==> src/rtl/fanout_fork_buffer.sv <==
// fanout_fork_buffer
//   Registered eager-fork stage. One source stream is held in a one-entry
//   buffer and offered to up to NUM_OUT destinations independently. The word
//   retires only once every destination enabled at accept time has completed
//   its own valid/ready handshake.
//
// Ports
//   clk, rst_n        clock, asynchronous active-low reset
//   clr               synchronous clear of buffer, pending mask and counter
//   cfg_en[NUM_OUT]   per-destination enable, sampled only when a word is accepted
//   in_data/valid/ready  source stream
//   out_data          buffered payload, shared by all destinations
//   out_valid/ready   per-destination handshake
//   xfer_cnt          16-bit wrapping count of fully retired words

// Per-destination pending bit. Loads the enable at accept and clears on this
// destination's handshake, so a served sink drops valid while others stall.
module fanout_fork_lane (
    input  logic clk,
    input  logic rst_n,
    input  logic clr,
    input  logic load,
    input  logic en,
    input  logic full,
    input  logic out_ready,
    output logic out_valid,
    output logic pend
);
    logic pend_d, pend_q;

    assign out_valid = full & pend_q;
    assign pend      = pend_q;

    always_comb begin
        pend_d = pend_q;
        if (clr)                         pend_d = 1'b0;
        else if (load)                   pend_d = en;
        else if (out_valid && out_ready) pend_d = 1'b0;
    end

    always_ff @(posedge clk or negedge rst_n) begin
        if (!rst_n) pend_q <= 1'b0;
        else        pend_q <= pend_d;
    end
endmodule

module fanout_fork_buffer #(
    parameter int NUM_OUT = 4,
    parameter int DATA_W  = 16
) (
    input  logic               clk,
    input  logic               rst_n,
    input  logic               clr,
    input  logic [NUM_OUT-1:0] cfg_en,
    input  logic [DATA_W-1:0]  in_data,
    input  logic               in_valid,
    output logic               in_ready,
    output logic [DATA_W-1:0]  out_data,
    output logic [NUM_OUT-1:0] out_valid,
    input  logic [NUM_OUT-1:0] out_ready,
    output logic [15:0]        xfer_cnt
);
    logic               full_d, full_q;
    logic [DATA_W-1:0]  data_d, data_q;
    logic [15:0]        cnt_d, cnt_q;
    logic [NUM_OUT-1:0] pend;
    logic               last, accept, load;

    // Every still-pending destination handshakes this cycle.
    assign last     = full_q & ((pend & ~out_ready) == '0);
    // Retirement and acceptance may share a cycle for full throughput.
    assign in_ready = ~full_q | last;
    assign accept   = in_valid & in_ready;
    // An empty mask discards the word: nothing is loaded.
    assign load     = accept & (cfg_en != '0) & ~clr;

    assign out_data = data_q;
    assign xfer_cnt = cnt_q;

    fanout_fork_lane u_lane [NUM_OUT-1:0] (
        .clk       (clk),
        .rst_n     (rst_n),
        .clr       (clr),
        .load      (load),
        .en        (cfg_en),
        .full      (full_q),
        .out_ready (out_ready),
        .out_valid (out_valid),
        .pend      (pend)
    );

    always_comb begin
        full_d = full_q;
        data_d = data_q;
        cnt_d  = cnt_q;
        if (clr) begin
            full_d = 1'b0;
            data_d = '0;
            cnt_d  = '0;
        end else begin
            if (last) begin
                full_d = 1'b0;
                cnt_d  = cnt_q + 16'd1;
            end
            if (load) begin
                full_d = 1'b1;
                data_d = in_data;
            end
        end
    end

    always_ff @(posedge clk or negedge rst_n) begin
        if (!rst_n) begin
            full_q <= 1'b0;
            data_q <= '0;
            cnt_q  <= '0;
        end else begin
            full_q <= full_d;
            data_q <= data_d;
            cnt_q  <= cnt_d;
        end
    end
endmodule

==> config.mk <==
export PLATFORM = sky130hd
export DESIGN_NAME = fanout_fork_buffer
export DESIGN_NICKNAME = d
export VERILOG_FILES = /design/src/rtl/fanout_fork_buffer.sv
export SDC_FILE = /design/constraint.sdc
export NUM_CORES = 1
export LEC_CHECK = 0
export BUFFER_PORTS_ARGS = -buffer_cell sky130_fd_sc_hd__buf_4
export CORE_MARGIN = 5
export CORE_UTILIZATION = 46
export CTS_CLUSTER_SIZE = 20
export DETAILED_ROUTE_END_ITERATION = 16
export PLACE_DENSITY = 0.76
export SLEW_MARGIN = 25
export SYNTH_ARGS = -nofsm -noshare
export SYNTH_HDL_FRONTEND = slang
export SYNTH_SLANG_ARGS = --single-unit
==> constraint.sdc <==
create_clock -name clk -period 1.7 [get_ports clk]
set_clock_uncertainty 0.15 [all_clocks]
set_input_delay 0.255 -clock clk [delete_from_list [all_inputs] [get_ports clk]]
set_output_delay 0.255 -clock clk [all_outputs]
set_load 0.05 [all_outputs]
==> flow_summary_export.csv <==
group,metric,value,unit
status,status,"complete, but fails checks",
status,violations,"negative setup slack",
drt,viasPerCell,5.384,
synth,ys_warn_count,0,
drt,routed-wl-met2,2.607,mm
placed_design,port_buffers,64,
drt,wl,5.253,mm
floorplanning,die_h,76.59,µm
worst_setup_path,cp.arrival,1.39,ns
final_layout,area_growth,46.01,%
synth,synth_ff_type,"dfrtp_1",
drt,drtAntennaViolNets,0,
placed_design,hpwl,3.328,mm
worst_setup_path,worst-setup-path-type,"register to primary output",
synth,synthSimpleGateAreaFrac,26.75,%
worst_setup_path,cp-end-kind,"primary output",
timing,slew_headroom,68.27,%
synth,synth_xor_area_share,0,%
synth,yosysTopAreaCell,"dfrtp_1",
timing,slew_viol_final,0,
synth,synth_most_common_cell,"nand2b_1",
timing,final_hold_viol_count,0,
clock_tree,h-tree-depth,2,
drt,dr.pass1.iters,4,
synth,synth_top_family_by_area,"simple AND/OR/NAND/NOR gates",
synth,syn_nets,231,
synth,synth.distinct_cells,31,
global_route,antenna_found_initial,0,
pwr,power.density,720.1,mW/mm²
placed_design,place_congestion,0.7474,
floorplanning,fp-row-count,24,
clock_tree,clock_sinks,37,
synth,syn-cell-area,0.002039,mm²
floorplanning,die_area,0.005865,mm²
drt,drc_errors,0,
global_route,grt_pass1_vias,1795,
synth,synth_compound_area_share,11.41,%
clock_tree,clk_pin_slew,0.08,ns
synth,avgSynthCellArea,10.10,µm²
final_layout,final_util,68.87,%
timing,setup_viol,17,
run,max_cap_viol_count,0,
synth,ys_ff_latch,37,
final_layout,antenna_cells,0,
pwr,ir_drop,0.4818,mV
placed_design,placed_cells,318,
global_route,grt_pass1_wl,8.155,mm
floorplanning,io-pin-count,65,
clock_tree,cts_root_buf,"clkbuf_8",
final_layout,nFillCells,347,
final_layout,drive_gt1_share,46.48,%
drt,dr.first_iter.drc_count,99,
timing,period_needed,1.790,ns
synth,synth.area.top_cells,"dfrtp_1 45%, nand2b_1 12%, mux2i_1 9.3%",
drt,wl_met3,384,µm
synth,synth_commonest_cells,"38 x nand2b_1, 37 x dfrtp_1, 19 x mux2i_1",
global_route,grtUsageTotal,16.46,%
hold_path,min_path_type,"input port to register",
timing,worstMarginPinSlew,0.4759,ns
synth,synth_edf_count,0,
global_route,grt-ovfl-total,0,
floorplanning,initial_core_util,47.16,%
timing,max_freq,0.5586,GHz
drt,wl_per_cell,15.63,µm
worst_setup_path,critical_path_required,1.29,ns
timing,timing.final.ws_setup,-0.09028,ns
worst_setup_path,critical_path.max_fanout,15,
synth,synth.top_cell.area_share,45.40,%
synth,synthArstFlopShare,100.0,%
timing,fin_crit_sh,105.3,%
clock_tree,cts_tree,"done",
floorplanning,die_w,76.59,µm
clock_tree,clk_path_buf_depth,2,
drt,vias,1809,
drt,wl_met1,2.220,mm
timing,rsz0062_at_grt,"yes",
final_layout,fin_cells,336,
synth,synth.area.mux_share,10.43,%
synth,synth_adder_area_share,0.6135,%
clock_tree,clock_latency,0.29,ns
final_layout,fin_nets,312,
synth,synthCells,202,
synth,ys_seq_area_share,45.40,%
drt,highest_layer,"met4",
pwr,leakage,1.338,nW
global_route,grt_max_degree,50,
worst_setup_path,worstSetupStartpointType,"register",
floorplanning,core-area,0.004324,mm²
clock_tree,numCtsBuffers,5,
## routing by layer
layer  global-route usage (%)  up-vias
met4                    5.769        0
met3                    5.319        5
li1                         -      876
met2                    26.03       58
met1                    21.06      870
met5                        0        -
## power breakdown
group,switching [mW],internal [mW],total (mW)
logic,0.295,0.232,0.528
registers,0.0257,0.917,0.943
clock network,0.308,0.366,0.674
## final timing paths
path | startpoint | end | slack, ns | depth (start not counted)
min in group asynchronous | rst_n | xfer_cnt[15] | 0.32 | 2
hold reg to reg | out_data[12] | out_data[12] | 0.40 | 2
setup / recovery | u_lane[1].pend | in_ready | -0.09 | 5
hold / removal | in_data[5] | out_data[5] | 0.07 | 3
setup reg to reg | u_lane[1].pend | xfer_cnt[2] | -0.08 | 6
max in group asynchronous | rst_n | xfer_cnt[5] | 0.72 | 2
## through the flow
| stage | TNS, ns | setup slack, ns | cell area [µm²] | total power, mW | hold slack, ns |
|---|---|---|---|---|---|
| 2_1_floorplan | -0.4222 | -0.07534 | 2073 | 1.224 | -0.1906 |
| 3_3_place_gp | 0 | 0.009653 | 2684 | 1.408 | 0.09746 |
| 3_5_place_dp | -0.2388 | -0.06044 | 2684 | 1.415 | 0.09643 |
| 4_1_cts | -0.6601 | -0.1069 | 2821 | 2.104 | 0.06385 |
| 5_1_grt | -3.320 | -0.1679 | 2978 | 2.229 | 0.08445 |
| 6_report | -0.5770 | -0.09028 | 2978 | 2.144 | 0.06745 |
## sequential cells by signal, summed over array words and instances, names as in the netlist
name and cells:
u_lane.pend 4, xfer_cnt 16, out_data 16, full_q 1
## logic make-up (layout without fill, tap and decap cells)
family                   Yosys count  count (layout)
buffers and inverters             22             104
AND/OR/NAND/NOR                   86              86
AO/OA/AOI/OAI                     35              35
flip-flops                        37              37
multiplexers                      21              21
adder cells (fa/ha/maj)            1               1
## timing repair
item / in CTS / in global routing
endpoints found under the setup margin: 32 / 38
pin swaps: 0 / 1
hold buffers: 1 / 0
gates cloned: 0 / 4
gates resized for setup: 3 / 16
hold endpoints to repair: 37 / 0
setup buffers: 2 / 3
## critical path, cell delays in order (launching register included)
cell       delay [ns]
dfrtp_1          0.38
nand2b_1         0.12
o2111ai_4        0.17
buf_12           0.19
nand2_2          0.09
buf_8            0.15
## cells in the final DEF (no fill, tap or decap), drive strengths merged, types with 2 or more instances in the layout
master,Yosys,final
mux2i,19,19
mux2,2,2
nor2b,2,2
nand2b,38,38
nand4,5,5
and4,2,2
or4,12,12
o31ai,12,12
buf,8,88
or3,3,3
dfrtp,37,37
clkbuf,9,9
a21oi,17,17
nand3b,3,3
inv,5,5
and2,3,3
o21ai,3,3
nand3,6,6
nor2,2,2
nand2,8,8
## final cells by class
| class | count | area [µm²] | area share, % |
|---|---|---|---|
| multi-input cells | 143 | 1082 | 36.34 |
| repair buffers | 91 | 768.2 | 25.80 |
| clock inverters | 1 | 5.005 | 0.1681 |
| well taps | 52 | 65.06 | 2.185 |
| inverters | 5 | 18.77 | 0.6303 |
| clock buffers | 7 | 96.34 | 3.235 |
| flip-flops and latches | 37 | 942.2 | 31.64 |
(Power assumes the default switching activity.)
